==> config.mk <==
export PLATFORM = sky130hd
export DESIGN_NAME = muldiv_sequencer
export DESIGN_NICKNAME = d
export VERILOG_FILES = /design/src/rtl/muldiv_sequencer.sv
export SDC_FILE = /design/constraint.sdc
export NUM_CORES = 1
export LEC_CHECK = 0
export CELL_PAD_IN_SITES_DETAIL_PLACEMENT = 2
export CELL_PAD_IN_SITES_GLOBAL_PLACEMENT = 2
export CORE_MARGIN = 2
export CORE_UTILIZATION = 17
export CTS_CLUSTER_SIZE = 28
export DETAILED_ROUTE_END_ITERATION = 8
export PLACE_DENSITY_LB_ADDON = 0.1
export SKIP_LAST_GASP = 1
export SLEW_MARGIN = 40
export SYNTH_ARGS = -nofsm -noshare
export SYNTH_HDL_FRONTEND = slang
export SYNTH_SLANG_ARGS = --single-unit
==> constraint.sdc <==
create_clock -name clock -period 3.45 [get_ports clock]
set_input_delay 1.035 -clock clock [delete_from_list [all_inputs] [get_ports clock]]
set_output_delay 1.035 -clock clock [all_outputs]
set_load 0.02 [all_outputs]
==> src/rtl/muldiv_sequencer.sv <==
// Issues one start pulse to the multiplier or divisor, waits for it to finish, then writes HI/LO or reports divide-by-zero.
// Done comes at least 3 cycles after accept; one request at a time, req_ready only in IDLE. MULDIV_TIMEOUT_EN adds a WAIT watchdog.
module muldiv_sequencer #(
  parameter int unsigned TIMEOUT_CYCLES = 64
) (
  input  logic clock,
  input  logic reset,
  input  logic req_valid,
  input  logic req_op,
  output logic req_ready,
  output logic mult_start,
  input  logic mult_fim,
  output logic div_start,
  input  logic div_fim,
  input  logic div_zero,
  output logic hi_write,
  output logic lo_write,
  output logic hilo_src,
  output logic busy,
  output logic done,
  output logic div_zero_exc,
  output logic timeout_exc
);

  typedef enum logic [2:0] {
    S_IDLE,
    S_START,
    S_WAIT,
    S_WRITE,
    S_EXC
`ifdef MULDIV_TIMEOUT_EN
    , S_TMO
`endif
  } state_t;

  state_t state_q, state_d;
  logic   op_q, op_d;
  logic   fim_sel;

`ifdef MULDIV_TIMEOUT_EN
  localparam int unsigned CW = $clog2(TIMEOUT_CYCLES + 1);
  logic [CW-1:0] cnt_q, cnt_d;
  logic          limit_hit;

  // cnt_q counts completed WAIT edges, so the limit is the TIMEOUT_CYCLES-th edge
  assign limit_hit = (cnt_q == CW'(TIMEOUT_CYCLES - 1));
`else
  logic unused_timeout_param;
  assign unused_timeout_param = |TIMEOUT_CYCLES;
`endif

  // Only the unit that was started is listened to
  assign fim_sel = op_q ? div_fim : mult_fim;

  always_comb begin
    state_d = state_q;
    op_d    = op_q;
`ifdef MULDIV_TIMEOUT_EN
    cnt_d   = cnt_q;
`endif
    case (state_q)
      S_IDLE: begin
        if (req_valid) begin
          op_d    = req_op;
          state_d = S_START;
        end
      end
      S_START: begin
        state_d = S_WAIT;
`ifdef MULDIV_TIMEOUT_EN
        cnt_d   = '0;
`endif
      end
      S_WAIT: begin
`ifdef MULDIV_TIMEOUT_EN
        cnt_d = cnt_q + 1'b1;
`endif
        if (op_q && div_zero) begin
          state_d = S_EXC;
        end else if (fim_sel) begin
          state_d = S_WRITE;
`ifdef MULDIV_TIMEOUT_EN
        end else if (limit_hit) begin
          state_d = S_TMO;
`endif
        end
      end
      S_WRITE: state_d = S_IDLE;
      S_EXC:   state_d = S_IDLE;
`ifdef MULDIV_TIMEOUT_EN
      S_TMO:   state_d = S_IDLE;
`endif
      default: state_d = S_IDLE;
    endcase
  end

  always_ff @(posedge clock or posedge reset) begin
    if (reset) begin
      state_q <= S_IDLE;
      op_q    <= 1'b0;
    end else begin
      state_q <= state_d;
      op_q    <= op_d;
    end
  end

`ifdef MULDIV_TIMEOUT_EN
  always_ff @(posedge clock or posedge reset) begin
    if (reset) begin
      cnt_q <= '0;
    end else begin
      cnt_q <= cnt_d;
    end
  end
`endif

  // Outputs decode state_q/op_q only, so an async reset clears them at once
  always_comb begin
    req_ready    = 1'b0;
    mult_start   = 1'b0;
    div_start    = 1'b0;
    hi_write     = 1'b0;
    lo_write     = 1'b0;
    hilo_src     = 1'b0;
    busy         = 1'b1;
    done         = 1'b0;
    div_zero_exc = 1'b0;
    timeout_exc  = 1'b0;
    case (state_q)
      S_IDLE: begin
        req_ready = 1'b1;
        busy      = 1'b0;
      end
      S_START: begin
        mult_start = ~op_q;
        div_start  = op_q;
        hilo_src   = op_q;
      end
      S_WAIT: begin
        hilo_src = op_q;
      end
      S_WRITE: begin
        hi_write = 1'b1;
        lo_write = 1'b1;
        hilo_src = op_q;
        done     = 1'b1;
      end
      S_EXC: begin
        div_zero_exc = 1'b1;
        done         = 1'b1;
      end
`ifdef MULDIV_TIMEOUT_EN
      S_TMO: begin
        timeout_exc = 1'b1;
        done        = 1'b1;
      end
`endif
      default: begin
        busy = 1'b1;
      end
    endcase
  end

endmodule

==> flow_summary.yaml <==
drt:
  drtIter0Drc: 2
  drc_errors: 0
  drt-total-wl_um: 705
  viasPerCell: 4.27
  firstDrtPassIters: 2
  antenna_left: 0
  post_drt_wl_per_cell_um: 11.8
  vias: 256
clock_tree:
  clkLatencyLatePin_ns: 0.23
  cts_tree: "yes"
  cts_setup_buffers: 0
  h-tree-depth: 1
  clock-sinks: 4
  clk_pin_slew_ns: 0.04
  clockBufferDepth: 2
  cts_buffers: 3
  cts.repair.resized: 0
  cts_hold_buf: 0
  root_buffer: "clkbuf_4"
die:
  rows: 13
  dieArea_um2: 1800
  io_pins: 17
  initial_core_util: 0.189
  coreArea_um2: 1330
  fp.dieH_um: 42.5
  die_x_um: 42.5
grt:
  grt_pass1_wl_um: 1190
  antenna_found_initial: 0
  grt_max_degree: 7
  grt_overflow: 0
  grt_pass1_vias: 266
  track_usage: 0.0899
power:
  clockPowerShare: 0.139
  swShare: 0.419
  p_int_uw: 229
  powerDensity_nw_per_um2: 922
  switching_power_uw: 165
  peakVddDrop_mv: 0.369
  pwr-share-seq: 0.242
  p_leak_nw: 0.191
  pwr-share-comb: 0.619
finish:
  final_common_cell: "clkdlybuf4s50_1"
  n_antenna_cell: 0
  layoutNonFillerInstCount: 60
  num-fill-cells: 165
  layout.nets: 54
  area_growth_pct: 70.1
  final_layout_size_suffix_gt1_frac: 0.156
  most-common-layout-cells: "clkdlybuf4s50_1, nor2_1, dfrtp_1, nand2b_1, clkbuf_4"
logic_synthesis:
  synthDistinctLibCells: 18
  ys_warn_count: 0
  ys_ff_latch: 4
  syn_area_per_cell_um2: 8.67
  synthCells: 29
  synth.area.top_cells: "dfrtp_1, nand2b_1, buf_4"
  synth_nets: 36
  yosys.area.top_type: "dfrtp_1"
  synth_seq_area_share: 0.398
  synth_top_area_share: 0.398
  syn-cell-area_um2: 251
outcome:
  status: "completed"
sta:
  rsz0062_at_grt: "false"
  slew_viol_final: 0
  fin_crit_sh: 0.798
  fmax_mhz: 363
  clock_skew_ns: 0.000623
  setup-tns-final_ns: 0
  hold_violations: 0
  setup_violations: 0
  min_period_ns: 2.75
worst_setup_path:
  worstPathArrival_ns: 1.72
  cp_max_fo: 5
  start_kind: "flop"
  end_kind: "output port"
  crit_type: "reg -> out"
  required_ns: 2.41
placement:
  dp_hpwl_um: 625
  placed_cells: 57
  io_buffers: 15
  routabilityCongestion: 0.679
flow_run:
  cap_violations: 0
min_path:
  hold_class: "reg -> reg"
-- power by group through the flow --
| stage | logic [mW] | registers (mW) | clock network, mW |
|---|---|---|---|
| after detailed placement | 0.249 | 0.0965 | 0 |
| after global routing | 0.264 | 0.101 | 0.0612 |
| final | 0.244 | 0.0956 | 0.0547 |
| after global placement | 0.247 | 0.0957 | 0 |
| after floorplan | 0.150 | 0.0863 | 0 |
| after CTS | 0.250 | 0.0971 | 0.0570 |
-- cell type report --
| cell class | instances | area, µm² | share of cell area |
|---|---|---|---|
| clock buffers | 3 | 22.5 | 0.0526 |
| inverters | 3 | 11.3 | 0.0263 |
| multi-input cells | 20 | 125 | 0.292 |
| flip-flops and latches | 4 | 100 | 0.234 |
| well taps | 15 | 18.8 | 0.0439 |
| repair buffers | 15 | 150 | 0.351 |
-- metrics by stage --
stage	utilization	hold WS, ns	power [mW]	instance area [µm²]	worst slack [ns]
global placement	0.304	0.512	0.342	405	0.928
finish	0.321	0.514	0.395	428	0.696
detailed placement	0.304	0.517	0.346	405	0.906
global route	0.321	0.559	0.426	428	0.616
CTS	0.321	0.521	0.404	428	0.669
floorplan	-	0.459	0.236	251	1.26
-- cells in the mapped netlist (all sizes together) --
library cell,n
or2,1
nor2,4
dfrtp,4
mux2,1
or3,1
nand2,2
conb,1
a21oi,1
inv,3
o21ai,1
nor3,2
and2,1
nand2b,3
buf,2
mux2i,1
a211o,1
-- critical path: stages (launching register included) --
cell and delay (ns):
dfrtp_1 0.41, or3_4 0.41, inv_2 0.07, clkdlybuf4s50_1 0.60
-- logic make-up (layout without fill, tap and decap cells) --
| logic type | count (synthesis) | count (layout) | synth area share |
|---|---|---|---|
| AOI/OAI and AO/OA | 3 | 3 | 0.0746 |
| buffers and inverters | 5 | 21 | 0.104 |
| DFF | 4 | 4 | 0.398 |
| muxes | 2 | 2 | 0.0995 |
| other | 1 | 1 | 0.0149 |
| and+or+nand+nor | 14 | 14 | 0.308 |
-- state kept, by name, summed over array words and instances, names as in the netlist --
name,count
op_q,1
state_q,3
-- final timing paths --
path | start | endpoint | slack [ns] | depth (start not counted)
max | state_q[1] | req_ready | 0.70 | 3
min | state_q[2] | state_q[1] | 0.51 | 1
max reg2reg | state_q[1] | op_q | 2.09 | 4
min reg2reg | state_q[2] | state_q[1] | 0.51 | 1
max in group asynchronous | reset | state_q[2] | 2.32 | 2
min in group asynchronous | reset | op_q | 0.99 | 2
-- per-layer routing --
layer  routed length [µm]  track usage  up-vias
li1                     -            -      124
met4                    0       0.0563        0
met3                   40       0.0302        0
met1                  286        0.103      122
met5                    0            0        -
met2                  377        0.142       10
Note: power is estimated with default switching activity, not from simulation.
